===== src/rtl/csr_shadowed_pkg.sv =====
// Shared constants and types for the shadowed accelerator CSR file.
package csr_shadowed_pkg;

  // Width of the dimension/index fields carried in cfg_t
  localparam int CFG_DIM_W = 16;

  // Byte addresses of the register map
  localparam int A_CTRL      = 'h00;
  localparam int A_M         = 'h04;
  localparam int A_N         = 'h08;
  localparam int A_K         = 'h0C;
  localparam int A_TM        = 'h10;
  localparam int A_TN        = 'h14;
  localparam int A_TK        = 'h18;
  localparam int A_M_IDX     = 'h1C;
  localparam int A_N_IDX     = 'h20;
  localparam int A_K_IDX     = 'h24;
  localparam int A_BUFF      = 'h28;
  localparam int A_SA        = 'h2C;
  localparam int A_SW        = 'h30;
  localparam int A_UART_LEN  = 'h34;
  localparam int A_CRC_EN    = 'h38;
  localparam int A_STATUS    = 'h3C;
  localparam int A_IRQ_MASK  = 'h40;
  localparam int A_PERF_SNAP = 'h44;
  localparam int A_PERF0     = 'h48;

  // CTRL bit positions
  localparam int CTRL_START  = 0;
  localparam int CTRL_ABORT  = 1;
  localparam int CTRL_IRQ_EN = 2;

  // STATUS bit positions
  localparam int ST_BUSY      = 0;
  localparam int ST_DONE      = 1;
  localparam int ST_CRC_ERR   = 2;
  localparam int ST_ILLEGAL   = 3;
  localparam int ST_START_ERR = 4;

  // Tile configuration, used for both the host-visible shadow and the active copy
  typedef struct packed {
    logic [CFG_DIM_W-1:0] m;
    logic [CFG_DIM_W-1:0] n;
    logic [CFG_DIM_W-1:0] k;
    logic [CFG_DIM_W-1:0] tm;
    logic [CFG_DIM_W-1:0] tn;
    logic [CFG_DIM_W-1:0] tk;
    logic [CFG_DIM_W-1:0] m_idx;
    logic [CFG_DIM_W-1:0] n_idx;
    logic [CFG_DIM_W-1:0] k_idx;
    logic [3:0]           bank_sel;
    logic [31:0]          sa;
    logic [31:0]          sw;
  } cfg_t;

endpackage


===== src/rtl/csr_perf_snap.sv =====
// Snapshot bank for the performance counters: captures every live counter at
// once so the host reads a coherent set, and muxes one snapshot out by index.
module csr_perf_snap
  import csr_shadowed_pkg::*;
#(
  parameter int N_PERF = 6
) (
  input  logic                clk,
  input  logic                rst_n,
  input  logic                snap_en,
  input  logic [32*N_PERF-1:0] perf_cnt,
  input  logic [3:0]          rd_idx,
  output logic [31:0]         rd_data
);

  logic [31:0] snap_q [N_PERF];
  logic [31:0] snap_d [N_PERF];

  // Capture all counters together on a snapshot request, otherwise hold
  always_comb begin
    for (int i = 0; i < N_PERF; i++) begin
      snap_d[i] = snap_en ? perf_cnt[32*i +: 32] : snap_q[i];
    end
  end

  // Snapshot storage, cleared on reset
  always_ff @(posedge clk or negedge rst_n) begin
    if (!rst_n) begin
      for (int i = 0; i < N_PERF; i++) snap_q[i] <= '0;
    end else begin
      for (int i = 0; i < N_PERF; i++) snap_q[i] <= snap_d[i];
    end
  end

  // Indexed read of the snapshot; an index past the bank reads zero
  always_comb begin
    rd_data = '0;
    for (int i = 0; i < N_PERF; i++) begin
      if (rd_idx == 4'(i)) rd_data = snap_q[i];
    end
  end

endmodule


===== src/rtl/csr_shadowed.sv =====
// Accelerator CSR file with shadow/active tile configuration, sticky W1C
// status with maskable interrupt, perf counter snapshots and a registered
// read port. DIM_W must match the field width of cfg_t in the package.
module csr_shadowed
  import csr_shadowed_pkg::*;
#(
  parameter int ADDR_W = 8,
  parameter int DIM_W  = CFG_DIM_W,
  parameter int N_PERF = 6
) (
  input  logic                 clk,
  input  logic                 rst_n,
  input  logic                 csr_wen,
  input  logic                 csr_ren,
  input  logic [ADDR_W-1:0]    csr_addr,
  input  logic [31:0]          csr_wdata,
  output logic [31:0]          csr_rdata,
  output logic                 csr_rvalid,
  output logic                 csr_err,
  input  logic                 core_busy,
  input  logic                 core_done_tile_pulse,
  input  logic                 rx_crc_error,
  input  logic                 rx_illegal_cmd,
  input  logic [32*N_PERF-1:0] perf_cnt,
  output logic                 start_pulse,
  output logic                 abort_pulse,
  output logic                 irq,
  output logic [DIM_W-1:0]     cfg_M,
  output logic [DIM_W-1:0]     cfg_N,
  output logic [DIM_W-1:0]     cfg_K,
  output logic [DIM_W-1:0]     cfg_Tm,
  output logic [DIM_W-1:0]     cfg_Tn,
  output logic [DIM_W-1:0]     cfg_Tk,
  output logic [DIM_W-1:0]     cfg_m_idx,
  output logic [DIM_W-1:0]     cfg_n_idx,
  output logic [DIM_W-1:0]     cfg_k_idx,
  output logic [3:0]           cfg_bank_sel,
  output logic [31:0]          cfg_Sa,
  output logic [31:0]          cfg_Sw,
  output logic [15:0]          uart_len_max,
  output logic                 uart_crc_en
);

  cfg_t        shadow_q, shadow_d, active_q, active_d;
  logic        irq_en_q, irq_en_d;
  logic [4:1]  mask_q, mask_d, sticky_q, sticky_d;
  logic [15:0] uart_len_q, uart_len_d;
  logic        crc_en_q, crc_en_d;
  logic [31:0] rdata_q, rdata_d;
  logic        rvalid_q, rvalid_d, err_q, err_d;
  logic        start_q, start_d, abort_q, abort_d, irq_q, irq_d;

  int          addr_i;
  logic        aligned, mapped, perf_hit, snap_en, start_err;
  logic [3:0]  perf_idx;
  logic [4:1]  clr;
  logic [31:0] rd_mux, perf_rdata;

  csr_perf_snap #(.N_PERF(N_PERF)) u_perf_snap (
    .clk      (clk),
    .rst_n    (rst_n),
    .snap_en  (snap_en),
    .perf_cnt (perf_cnt),
    .rd_idx   (perf_idx),
    .rd_data  (perf_rdata)
  );

  // Address decode: alignment, perf window hit and overall mapped check
  always_comb begin
    addr_i   = int'(csr_addr);
    aligned  = (csr_addr[1:0] == 2'b00);
    perf_hit = 1'b0;
    perf_idx = '0;
    for (int i = 0; i < N_PERF; i++) begin
      if (addr_i == A_PERF0 + 4*i) begin
        perf_hit = 1'b1;
        perf_idx = 4'(i);
      end
    end
    mapped = aligned && ((addr_i <= A_PERF_SNAP) || perf_hit);
  end

  // Read data selection; shadows are returned, never the active copy
  always_comb begin
    rd_mux = '0;
    case (addr_i)
      A_CTRL:     rd_mux = {29'b0, irq_en_q, 2'b00};
      A_M:        rd_mux = 32'(shadow_q.m);
      A_N:        rd_mux = 32'(shadow_q.n);
      A_K:        rd_mux = 32'(shadow_q.k);
      A_TM:       rd_mux = 32'(shadow_q.tm);
      A_TN:       rd_mux = 32'(shadow_q.tn);
      A_TK:       rd_mux = 32'(shadow_q.tk);
      A_M_IDX:    rd_mux = 32'(shadow_q.m_idx);
      A_N_IDX:    rd_mux = 32'(shadow_q.n_idx);
      A_K_IDX:    rd_mux = 32'(shadow_q.k_idx);
      A_BUFF:     rd_mux = 32'(shadow_q.bank_sel);
      A_SA:       rd_mux = shadow_q.sa;
      A_SW:       rd_mux = shadow_q.sw;
      A_UART_LEN: rd_mux = 32'(uart_len_q);
      A_CRC_EN:   rd_mux = 32'(crc_en_q);
      A_STATUS:   rd_mux = {27'b0, sticky_q, core_busy};
      A_IRQ_MASK: rd_mux = {27'b0, mask_q, 1'b0};
      default:    rd_mux = perf_hit ? perf_rdata : 32'h0;
    endcase
  end

  // Next-state for writes, commands, sticky status, irq and the read port
  always_comb begin
    shadow_d   = shadow_q;
    active_d   = active_q;
    irq_en_d   = irq_en_q;
    mask_d     = mask_q;
    uart_len_d = uart_len_q;
    crc_en_d   = crc_en_q;
    rdata_d    = rdata_q;
    rvalid_d   = 1'b0;
    err_d      = (csr_wen | csr_ren) & ~mapped;
    start_d    = 1'b0;
    abort_d    = 1'b0;
    snap_en    = 1'b0;
    start_err  = 1'b0;
    clr        = '0;
    irq_d      = irq_en_q & |(sticky_q & mask_q);
    if (csr_wen && mapped) begin
      case (addr_i)
        A_CTRL: begin
          irq_en_d = csr_wdata[CTRL_IRQ_EN];
          if (csr_wdata[CTRL_ABORT]) begin
            abort_d = 1'b1;
          end else if (csr_wdata[CTRL_START]) begin
            if (core_busy) begin
              start_err = 1'b1;
            end else begin
              start_d  = 1'b1;
              active_d = shadow_q;
            end
          end
        end
        A_M:         shadow_d.m        = csr_wdata[DIM_W-1:0];
        A_N:         shadow_d.n        = csr_wdata[DIM_W-1:0];
        A_K:         shadow_d.k        = csr_wdata[DIM_W-1:0];
        A_TM:        shadow_d.tm       = csr_wdata[DIM_W-1:0];
        A_TN:        shadow_d.tn       = csr_wdata[DIM_W-1:0];
        A_TK:        shadow_d.tk       = csr_wdata[DIM_W-1:0];
        A_M_IDX:     shadow_d.m_idx    = csr_wdata[DIM_W-1:0];
        A_N_IDX:     shadow_d.n_idx    = csr_wdata[DIM_W-1:0];
        A_K_IDX:     shadow_d.k_idx    = csr_wdata[DIM_W-1:0];
        A_BUFF:      shadow_d.bank_sel = csr_wdata[3:0];
        A_SA:        shadow_d.sa       = csr_wdata;
        A_SW:        shadow_d.sw       = csr_wdata;
        A_UART_LEN:  uart_len_d        = csr_wdata[15:0];
        A_CRC_EN:    crc_en_d          = csr_wdata[0];
        A_STATUS:    clr               = csr_wdata[ST_START_ERR:ST_DONE];
        A_IRQ_MASK:  mask_d            = csr_wdata[4:1];
        A_PERF_SNAP: snap_en           = 1'b1;
        default: ;
      endcase
    end
    sticky_d = (sticky_q & ~clr) |
               {start_err, rx_illegal_cmd, rx_crc_error, core_done_tile_pulse};
    if (csr_ren && !csr_wen) begin
      rvalid_d = 1'b1;
      rdata_d  = mapped ? rd_mux : 32'h0;
    end
  end

  // All architectural state and registered outputs
  always_ff @(posedge clk or negedge rst_n) begin
    if (!rst_n) begin
      shadow_q   <= '0;
      active_q   <= '0;
      irq_en_q   <= 1'b0;
      mask_q     <= '0;
      sticky_q   <= '0;
      uart_len_q <= '0;
      crc_en_q   <= 1'b0;
      rdata_q    <= '0;
      rvalid_q   <= 1'b0;
      err_q      <= 1'b0;
      start_q    <= 1'b0;
      abort_q    <= 1'b0;
      irq_q      <= 1'b0;
    end else begin
      shadow_q   <= shadow_d;
      active_q   <= active_d;
      irq_en_q   <= irq_en_d;
      mask_q     <= mask_d;
      sticky_q   <= sticky_d;
      uart_len_q <= uart_len_d;
      crc_en_q   <= crc_en_d;
      rdata_q    <= rdata_d;
      rvalid_q   <= rvalid_d;
      err_q      <= err_d;
      start_q    <= start_d;
      abort_q    <= abort_d;
      irq_q      <= irq_d;
    end
  end

  assign csr_rdata    = rdata_q;
  assign csr_rvalid   = rvalid_q;
  assign csr_err      = err_q;
  assign start_pulse  = start_q;
  assign abort_pulse  = abort_q;
  assign irq          = irq_q;
  assign cfg_M        = active_q.m;
  assign cfg_N        = active_q.n;
  assign cfg_K        = active_q.k;
  assign cfg_Tm       = active_q.tm;
  assign cfg_Tn       = active_q.tn;
  assign cfg_Tk       = active_q.tk;
  assign cfg_m_idx    = active_q.m_idx;
  assign cfg_n_idx    = active_q.n_idx;
  assign cfg_k_idx    = active_q.k_idx;
  assign cfg_bank_sel = active_q.bank_sel;
  assign cfg_Sa       = active_q.sa;
  assign cfg_Sw       = active_q.sw;
  assign uart_len_max = uart_len_q;
  assign uart_crc_en  = crc_en_q;

endmodule

===== config.mk =====
export PLATFORM = sky130hd
export DESIGN_NAME = csr_shadowed
export DESIGN_NICKNAME = d
export VERILOG_FILES = /design/src/rtl/csr_shadowed_pkg.sv /design/src/rtl/csr_perf_snap.sv /design/src/rtl/csr_shadowed.sv
export SDC_FILE = /design/constraint.sdc
export NUM_CORES = 1
export LEC_CHECK = 0
export BUFFER_PORTS_ARGS = -buffer_cell sky130_fd_sc_hd__buf_2
export CAP_MARGIN = 5
export CORE_ASPECT_RATIO = 1.75
export CORE_UTILIZATION = 56
export CTS_CLUSTER_DIAMETER = 150
export DETAILED_ROUTE_END_ITERATION = 8
export HOLD_SLACK_MARGIN = 0.02
export MAX_ROUTING_LAYER = met4
export PLACE_DENSITY_LB_ADDON = 0.12
export SLEW_MARGIN = 20
export SYNTH_ARGS = -nofsm -noshare
export SYNTH_HDL_FRONTEND = slang
export SYNTH_SLANG_ARGS = --single-unit

===== constraint.sdc =====
create_clock -name clk -period 2.1 [get_ports clk]
set_input_delay 0.42 -clock clk [delete_from_list [all_inputs] [get_ports clk]]
set_output_delay 0.42 -clock clk [all_outputs]
set_load 0.005 [all_outputs]

* Yosys cells after proc, flatten, opt, wreduce, memory -nomap -nowiden
Cells that the tools add are included.
** Storage, ports and cells
- Flip-flop bits (word level) :: 679
- Input port bits :: 240
- Output and inout bits :: 266
- Word-level logic and storage cells :: 144
** Operators by class
- Magnitude comparators :: 1
- Equality and inequality tests :: 28
- Multiplexer cells :: 38
- Bitwise logic cells :: 10
- Reductions and logical operators :: 26
** Operators with widths (count)
- case mux 32 bit (17 select lines) :: 1
- 2-to-1 mux 32 bit :: 8
- equality test 8 x 6 -> 1 bit (second input constant) :: 8
- equality test 8 bit (second input constant) :: 6
- equality test 8 x 5 -> 1 bit (second input constant) :: 4
- logical NOT 32 bit :: 1
- AND reduction 2 bit :: 16
- 2-to-1 mux 4 bit :: 6
- 2-to-1 mux 1 bit :: 23
- equality test 8 x 4 -> 1 bit (second input constant) :: 2
- equality test 8 x 7 -> 1 bit (second input constant) :: 2
- bitwise AND 4 bit :: 2
- equality test 4 x 2 -> 1 bit (second input constant) :: 2
- equality test 4 x 3 -> 1 bit (second input constant) :: 2
- equality test 8 x 3 -> 1 bit (second input constant) :: 1
- less-or-equal comparator 8 x 7 -> 1 bit (second input constant) :: 1
- AND reduction 5 bit :: 1
- equality test 4 x 1 -> 1 bit (second input constant) :: 1
- logical NOT 4 bit :: 1
- NOT 4 bit :: 1
- OR 4 bit :: 1
- OR reduction 4 bit :: 1
- logical AND 1 bit :: 3
- NOT 1 bit :: 3
- other kinds (5) :: 6

* Depth between registers and ports, before layout
Gate-level depths: netlist of the first run.
- Word-level depth :: 16
- Gate-level depth with buffers :: 9
- Mapped depth without buffers :: 6

* Hierarchy
A second synthesis of the first run with hierarchy kept.
** Unflattened totals
- Cell total of the unflattened synthesis :: 2234
- Area, all modules :: 29592.1 µm²
** Modules (own cells, without submodules)
- csr_shadowed :: times used 1, cells each 1468, area an instance 20717.4 µm², sequential area each 12186.7 µm²
- csr_perf_snap :: times used 1, cells each 766, area an instance 8874.8 µm², sequential area each 4804.6 µm²

* Worst setup path before layout of the first run
Ideal clock, no wire load.
- Path type :: in2reg
- Start :: in csr_addr[7]
- End :: reg active_q, in the netlist cfg_K[0]
- Library setup time :: 0.128 ns
- Arrival time :: 2.181 ns
- Data required time :: 1.972 ns
- Slack :: -0.209 ns
- Cell stages on the path :: 6
- Path buffers :: 3
- Path through :: buf_2 or4_1 nor4_4 buf_2 buf_4 mux2_1
** Between the ends
- Word-level cells in the longest chain between the ends :: 11
- Elaborated cells between the ends (all ways) :: 18
- Those cells by class :: 1 x order compare; 6 x eq/ne; 6 x mux; 5 x reduce/logical
** Ends and longest elaborated chain
- from (decl) :: RTL line csr_shadowed.sv:15 : input logic [ADDR_W-1:0] csr_addr,
- equality test 8 bit :: RTL line csr_shadowed.sv:75 : if (addr_i == A_PERF0 + 4*i) begin
- 2-to-1 mux 1 bit (6 in a row) :: RTL line csr_shadowed.sv:75
- logical OR 1 bit :: RTL line csr_shadowed.sv:80 : mapped = aligned && ((addr_i <= A_PERF_SNAP) || perf_hit);
- logical AND 1 bit :: RTL line csr_shadowed.sv:80
- logical AND 1 bit :: RTL line csr_shadowed.sv:125 : if (csr_wen && mapped) begin
- AND reduction 5 bit (no source line) (*)
- to (signal assigned) :: RTL line csr_shadowed.sv:186 : active_q <= active_d;
- to (decl) :: RTL line csr_shadowed.sv:44 : cfg_t shadow_q, shadow_d, active_q, active_d;
Mark *: on every way between the ends. The rest lies on a longest branch, timed or not.
A chain may end at the register's enable or synchronous reset.

* Worst setup path in the final report of the first run
- Start :: in csr_addr[7]
- End :: reg rdata_q[13] (netlist: csr_rdata[13])
** Between the ends
- Word-level cells in the longest chain between the ends :: 16
- Elaborated cells between the ends (all ways) :: 52
- Those cells by class :: 1 x order compare; 27 x eq/ne; 20 x mux; 4 x reduce/logical
** Ends and longest elaborated chain
- equality test 8 bit :: RTL line csr_shadowed.sv:75
- 2-to-1 mux 1 bit :: RTL line csr_shadowed.sv:75
- 2-to-1 mux 4 bit (4 in a row) :: RTL line csr_shadowed.sv:75
- logical NOT 4 bit :: RTL line csr_perf_snap.sv:39 : if (rd_idx == 4'(i)) rd_data = snap_q[i];
- 2-to-1 mux 32 bit (6 in a row) :: RTL line csr_perf_snap.sv:39
- 2-to-1 mux 32 bit :: RTL line csr_shadowed.sv:104 : default: rd_mux = perf_hit ? perf_rdata : 32'h0;
- case mux 32 bit (17 select lines) :: RTL line csr_shadowed.sv:86 : case (addr_i)
- 2-to-1 mux 32 bit (*) :: RTL line csr_shadowed.sv:164 : rdata_d = mapped ? rd_mux : 32'h0;
- to (signal assigned) :: RTL line csr_shadowed.sv:192 : rdata_q <= rdata_d;
- to (decl) :: RTL line csr_shadowed.sv:49 : logic [31:0] rdata_q, rdata_d;
Marks and branches as above.

==> flow_summary.json, run 1 <==
{
  "p_sw_share_pct": 22.6,
  "grt_usage_pct": 38.9,
  "drt_pass1_iterations": 6,
  "initial_core_util_pct": 56.9,
  "setup.reg_to_reg.worst_slack_ns": 0.08,
  "post-route-min-period_ns": 2.10,
  "grt_pass1_vias": 23880,
  "number_of_nets_still_failing_antenna_checks_after_routing": 0,
  "synth-edff-count": 0,
  "timing.rr.end": "csr_rdata[0]$_DFFE_PN0P_",
  "worst-setup-path-type": "input pin to flop",
  "peakVddDrop_mv": 0.737,
  "proportion_of_power_drawn_by_flip_flops_and_latches_pct": 49.7,
  "grt_first_pass_wirelength_um": 149000,
  "max-cap-violations": 0,
  "power-per-cell-area_nw_per_um2": 689,
  "post-route-drc-count": 0,
  "tritoncts_sink_count": 679,
  "timing.critical_path.from_type": "input pin",
  "postSynthAreaPerCell_um2": 13.7,
  "dpl-instance-area_um2": 35400,
  "floorplan.die_area_um2": 53400,
  "gp_congestion": 1.01,
  "critPathMaxFanout": 9,
  "async_flop_share_pct": 100,
  "finish.net_count": 3179,
  "clock_skew_ns": 0.0323,
  "rows": 110,
  "worst_hold_startpoint": "perf_cnt[129]",
  "grt_antenna_before_repair": 14,
  "cts_inserted_buffers": 60,
  "rr_worst_depth": 6,
  "most_frequent_standard_cell_in_the_layout_excluding_fill_and_tap_cells": "sky130_fd_sc_hd__dfrtp_1",
  "die_width_um": 175,
  "worst_setup_hold_path_clk_slew_ns": 0.07,
  "wl_per_cell_um": 27.1,
  "clkLatencyLatePin_ns": 0.63,
  "synth_warn": 0,
  "max_freq_ghz": 0.476,
  "critPathArrivalTime_ns": 2.66,
  "via_count": 22059,
  "dominantRegCellSynth": "sky130_fd_sc_hd__dfrtp_1",
  "critical_path_endpoint_category": "flop",
  "routed_wirelength_um": 99600,
  "min_to": "u_perf_snap.snap_q[33]$_DFFE_PN0P_",
  "number_of_pins_with_negative_max_slew_slack_in_the_final_report": 0,
  "clockPowerShare_pct": 44.5,
  "detailedRoute.firstIterationViolations": 1502,
  "report.final.hold_viol_count": 0,
  "report.final.setup_viol": 0,
  "worst-slew-pin-transition_ns": 0.628,
  "grt.overflow.total": 0,
  "total_leakage_power_uw": 0.0203,
  "switching_power_uw": 5990,
  "drive_above_1_share_pct": 50.5,
  "ctsLongestPathBuffers": 3,
  "pin_count_of_the_biggest_net_entering_global_routing": 92,
  "die_y_um": 305,
  "placeableCoreArea_um2": 51600,
  "rsz0062_at_grt": "no",
  "total_standard_cell_area_after_synthesis_um2": 29400,
  "highest_count_cells_in_the_layout_ignoring_fill_and_taps": "sky130_fd_sc_hd__dfrtp_1, sky130_fd_sc_hd__buf_2, sky130_fd_sc_hd__mux2_2",
  "yosys.cell_types.count": 73,
  "synth_fp_nets": 2385,
  "io_buffers": 505,
  "comb_power_share_pct": 5.7,
  "timing.critical_path.required_ns": 2.66,
  "final.period_utilization_pct": 100,
  "internal-power_uw": 20500,
  "hold-path-cell-count": 2,
  "area_growth_syn_to_layout_pct": 30.9,
  "regToRegStartpoint": "shadow_q[64]$_DFFE_PN0P_",
  "io_pins": 506,
  "netlist_instances": 2145,
  "final_util_pct": 74.5,
  "synth.ff_latch_count": 679,
  "cts_tree": "done",
  "vias_per_cell": 6.00,
  "synth_sequential_area_ratio_pct": 57.8,
  "dp.final_hpwl_um": 75800,
  "hold_class": "input pin to flop",
  "cts_htree_levels": 2,
  "stdcell_area_um2": 38500,
  "outcome": "completed",
  "slew_limit_headroom_pct": 58.1,
  "clock_tree.root_cell": "sky130_fd_sc_hd__clkbuf_16"
}
repair_timing:
action	4_1_cts	5_1_grt
endpoints found under the setup margin	0	4
endpoints found under the hold margin	120	0
hold buffers	84	0
setup buffers	0	0
gates resized for setup	0	4
cells by family (layout without fill, tap and decap cells):
group	Yosys count	in the layout	synth area share, %
AOI/OAI and AO/OA	325	325	7.77
buffers and inverters	168	1014	2.66
DFF	679	679	57.8
muxes	710	710	27.1
other	0	14	0
and+or+nand+nor	263	263	4.64
flip-flops by register name (all words and copies together), names as in the netlist, 4 cells and up:
signal              count
cfg_Tk                 16
shadow_q              212
cfg_n_idx              16
sticky_q                4
cfg_Tn                 16
u_perf_snap.snap_q    192
mask_q                  4
cfg_N                  16
cfg_k_idx              16
cfg_m_idx              16
cfg_M                  16
cfg_K                  16
cfg_Sa                 32
uart_len_max           16
cfg_Sw                 32
csr_rdata              32
cfg_Tm                 16
cfg_bank_sel            4
power by group through the flow:
stage          Combinational (µW)  Clock [µW]  Sequential, µW
2_1_floorplan                 389           0           13400
3_3_place_gp                 1370           0           13400
3_5_place_dp                 1390           0           13400
4_1_cts                      1520       11900           13200
5_1_grt                      1630       12400           13200
6_report                     1520       11800           13200
cell type report:
type                    instances  area [µm²]
flip-flops and latches        679       17000
clock inverters                27         318
fillers                      3557       13200
inverters                       5        18.8
repair buffers                895        6300
well taps                     672         841
diodes                         14        35.0
multi-input cells            1298       12100
clock buffers                  87        1820
metrics by stage:
step | hold slack (ns) | power [µW] | TNS [ns] | cells | setup WS, ns
2_1_floorplan | 0.124 | 13800 | -32.51 | 2145 | -0.145
5_1_grt | 0.0218 | 27200 | 0 | 3677 | 0.0277
3_3_place_gp | 0.432 | 14800 | -209.47 | 3465 | -0.634
6_report | 0.0283 | 26500 | 0 | 3677 | 0.000736
3_5_place_dp | 0.433 | 14800 | -199.86 | 3465 | -0.634
4_1_cts | 0.0201 | 26600 | 0 | 3663 | 0.00891
how the worst max path moves through the flow:
stage	startpoint	to
floorplan	csr_addr[7]	cfg_Sa[10]$_DFFE_PN0P_
global placement	csr_addr[4]	csr_rdata[0]$_DFFE_PN0P_
detailed placement	csr_addr[6]	csr_rdata[7]$_DFFE_PN0P_
CTS	csr_addr[6]	csr_rdata[7]$_DFFE_PN0P_
global route	csr_addr[6]	csr_rdata[13]$_DFFE_PN0P_
finish	csr_addr[7]	csr_rdata[13]$_DFFE_PN0P_
cell usage after synthesis (3+ instances only):
master                      instances  share of area [%]
sky130_fd_sc_hd__a21o_1             3              0.077
sky130_fd_sc_hd__a32oi_1            3              0.089
sky130_fd_sc_hd__o211ai_1           9               0.23
sky130_fd_sc_hd__o221ai_1          16               0.48
sky130_fd_sc_hd__or2_2              5               0.11
sky130_fd_sc_hd__buf_4             19               0.49
sky130_fd_sc_hd__a222oi_1           5               0.17
sky130_fd_sc_hd__inv_1              5              0.064
sky130_fd_sc_hd__dfrtp_1          679                 58
sky130_fd_sc_hd__nand2b_1           6               0.13
sky130_fd_sc_hd__nand2_2            3              0.064
sky130_fd_sc_hd__o21ai_0           72                1.2
sky130_fd_sc_hd__nand3b_1           3              0.077
sky130_fd_sc_hd__clkbuf_1          68               0.87
sky130_fd_sc_hd__nor3_1            13               0.22
sky130_fd_sc_hd__and2_1            11               0.23
sky130_fd_sc_hd__a32o_1             5               0.17
sky130_fd_sc_hd__mux2i_1           41                1.4
sky130_fd_sc_hd__and3_1             7               0.15
sky130_fd_sc_hd__nor3b_1            4               0.10
sky130_fd_sc_hd__a22oi_1           41                1.0
sky130_fd_sc_hd__or4b_2             3               0.10
sky130_fd_sc_hd__a22o_1             4               0.12
sky130_fd_sc_hd__nand4_1            4              0.085
sky130_fd_sc_hd__a21oi_1           49               0.83
sky130_fd_sc_hd__nand2_1           85                1.1
sky130_fd_sc_hd__buf_2             64                1.1
sky130_fd_sc_hd__nor2_1            59               0.75
sky130_fd_sc_hd__o22ai_1           37               0.79
sky130_fd_sc_hd__a221oi_1          23               0.69
sky130_fd_sc_hd__nand3_1           30               0.51
sky130_fd_sc_hd__mux2_2           443                 17
sky130_fd_sc_hd__nor4_1             4              0.085
sky130_fd_sc_hd__a21boi_0           5               0.13
sky130_fd_sc_hd__o2bb2ai_1         10               0.30
sky130_fd_sc_hd__buf_1             12               0.15
sky130_fd_sc_hd__mux2_1           225                8.6
sky130_fd_sc_hd__a221o_1           21               0.72
metal layers:
metal	track usage, %	up-vias	share of wire, %
met1	42.4	11265	35
met3	5.99	319	5.7
met5	-	-	0
met4	25.1	0	7.7
li1	-	9498	-
met2	65.9	977	51
worst max-delay path: stages:
cell	delay (ns)
sky130_fd_sc_hd__buf_2	0.16
sky130_fd_sc_hd__or4b_2	0.75
sky130_fd_sc_hd__nor2_4	0.14
sky130_fd_sc_hd__buf_12	0.15
sky130_fd_sc_hd__buf_4	0.15
sky130_fd_sc_hd__a221oi_1	0.08
sky130_fd_sc_hd__o21ai_0	0.43
sky130_fd_sc_hd__buf_4	0.24
sky130_fd_sc_hd__o2bb2ai_1	0.12
Power figures use the tool's default switching activity.
==> inputs of run 2 (changes only) <==
Clock period 2.1 ns to 2.4 ns, I/O delays scaled along.
==> flow_summary.json, run 2 (synthesized netlist as in run 1, its figures left out) <==
{
  "grt_antenna_before_repair": 16,
  "critPathMaxFanout": 8,
  "regMostFlops": "shadow_q",
  "max_freq_ghz": 0.427,
  "initial_core_util_pct": 56.9,
  "clkLatencyLatePin_ns": 0.62,
  "highest_count_cells_in_the_layout_ignoring_fill_and_taps": "sky130_fd_sc_hd__dfrtp_1, sky130_fd_sc_hd__buf_2, sky130_fd_sc_hd__mux2_2",
  "cts_post_setup_buffers_inserted": 0,
  "worst-slew-pin-transition_ns": 0.680,
  "die_width_um": 175,
  "switching_power_uw": 5030,
  "peakVddDrop_mv": 0.620,
  "drt_pass1_iterations": 7,
  "critical_path.top_delay_family": "buffers and inverters",
  "vias_per_cell": 6.09,
  "post-route-drc-count": 0,
  "final_util_pct": 71.2,
  "max-cap-violations": 0,
  "critical-path-top-cell-by-count": "sky130_fd_sc_hd__buf_4",
  "grt.overflow.total": 0,
  "layout.filler_cells": 3736,
  "post-route-min-period_ns": 2.34,
  "gp_congestion": 1.03,
  "largest_register_ff_count": 212,
  "internal-power_uw": 17200,
  "routed_wirelength_um": 102000,
  "io_pins": 506,
  "critPathArrivalTime_ns": 2.83,
  "proportion_of_power_drawn_by_flip_flops_and_latches_pct": 51.9,
  "floorplan.die_area_um2": 53400,
  "slew_limit_headroom_pct": 54.6,
  "grt_first_pass_wirelength_um": 149000,
  "number_of_nets_still_failing_antenna_checks_after_routing": 0,
  "hold_class": "input pin to flop",
  "most_frequent_standard_cell_in_the_layout_excluding_fill_and_tap_cells": "sky130_fd_sc_hd__dfrtp_1",
  "setup.reg_to_reg.worst_slack_ns": 0.31,
  "clockPowerShare_pct": 42.6,
  "clock_tree.root_cell": "sky130_fd_sc_hd__clkbuf_16",
  "p_sw_share_pct": 22.7,
  "total_leakage_power_uw": 0.0197,
  "report.final.setup_viol": 0,
  "timing.critical_path.required_ns": 2.89,
  "cts_resized": 0,
  "critical_path.slowest_cell": "sky130_fd_sc_hd__mux2i_1",
  "hold_buffers": 1,
  "rows": 110,
  "area_growth_syn_to_layout_pct": 25.2,
  "critical_path_buf_inv_count": 6,
  "timing.critical_path.cells": "buf_2 > buf_12 > buf_4 > buf_4 > mux2i_1 > o32ai_1 > buf_4 > a311oi_1 > buf_4 > o221ai_1",
  "detailedRoute.firstIterationViolations": 1626,
  "grt_usage_pct": 39.7,
  "finish.net_count": 3086,
  "pin_count_of_the_biggest_net_entering_global_routing": 92,
  "worst_setup_hold_path_clk_slew_ns": 0.07,
  "cts_tree": "done",
  "critPathMaxStageDelay_ns": 0.52,
  "worst-setup-path-type": "input pin to flop",
  "io_buffers": 505,
  "timing.critical_path.from_type": "input pin",
  "number_of_pins_with_negative_max_slew_slack_in_the_final_report": 0,
  "cts_inserted_buffers": 57,
  "final.period_utilization_pct": 97.7,
  "report.final.hold_viol_count": 0,
  "wl_per_cell_um": 28.5,
  "dp.final_hpwl_um": 78800,
  "outcome": "completed",
  "die_y_um": 305,
  "largest_regs": "shadow_q (212), u_perf_snap.snap_q (192)",
  "via_count": 21800,
  "clock_skew_ns": 0.0171,
  "cts_htree_levels": 2,
  "drive_above_1_share_pct": 47.5,
  "rsz0062_at_grt": "no",
  "grt_pass1_vias": 23239,
  "critical_path_endpoint_category": "flop",
  "tritoncts_sink_count": 679,
  "ctsLongestPathBuffers": 3,
  "comb_power_share_pct": 5.5,
  "placeableCoreArea_um2": 51600,
  "fin_setup_tns_ns": 0,
  "power-per-cell-area_nw_per_um2": 604
}
==> run 2: worst reg2reg max path, cell delays in order, from the launching register on <==
cell and delay, ns:
sky130_fd_sc_hd__dfrtp_1 0.42, sky130_fd_sc_hd__mux2i_1 0.48, sky130_fd_sc_hd__o32ai_1 0.20, sky130_fd_sc_hd__buf_4 0.18, sky130_fd_sc_hd__a311oi_1 0.36, sky130_fd_sc_hd__buf_4 0.21
sky130_fd_sc_hd__o221ai_1 0.11
==> run 2: power groups by stage <==
stage | clock [µW] | combinational (µW) | sequential, µW
6_report | 9450 | 1220 | 11500
5_1_grt | 9970 | 1310 | 11500
4_1_cts | 9560 | 1230 | 11500
3_5_place_dp | 0 | 1220 | 11700
3_3_place_gp | 0 | 1200 | 11700
2_1_floorplan | 0 | 329 | 11700
==> run 2: worst paths after layout <==
| check | start | endpoint | depth (start not counted) |
|---|---|---|---|
| max | csr_addr[5] | csr_rdata[11]$_DFFE_PN0P_ | 10 |
| min | perf_cnt[121] | u_perf_snap.snap_q[89]$_DFFE_PN0P_ | 2 |
| max reg2reg | shadow_q[43]$_DFFE_PN0P_ | csr_rdata[11]$_DFFE_PN0P_ | 6 |
| min reg2reg | cfg_n_idx[10]$_DFFE_PN0P_ | cfg_n_idx[10]$_DFFE_PN0P_ | 1 |
| max in group asynchronous | rst_n | shadow_q[26]$_DFFE_PN0P_ | 3 |
| min in group asynchronous | rst_n | cfg_Tm[5]$_DFFE_PN0P_ | 2 |
==> run 2: through the flow <==
step	power [µW]	setup WS [ns]	area [µm²]	cells	hold slack (ns)
floorplan	12100	0.0310	29400	2145	0.184
global placement	12900	-0.538	34800	3458	0.462
detailed placement	13000	-0.575	34800	3458	0.465
CTS	22300	0.0694	36700	3562	0.0569
global route	22800	0.00620	36800	3578	0.0664
finish	22200	0.0554	36800	3579	0.0706
==> run 2: final cells by class <==
type	instances	area [µm²]	share of cell area, %
timing repair buffer	805	5320	14.5
antenna	17	42.5	0.116
clock buffer	90	1790	4.88
sequential	679	17000	46.2
inverter	5	18.8	0.0510
tap	672	841	2.29
multi-input combinational	1298	11700	31.7
clock inverter	13	109	0.296
==> run 2: metal layers <==
metal  track usage (%)  vias to the layer above  share of wire, %
li1                  -                     9320                 -
met1              40.3                    11166                33
met2              68.5                      966                52
met3              6.51                      348               5.7
met4              29.0                        0               8.6
met5                 -                        -                 0
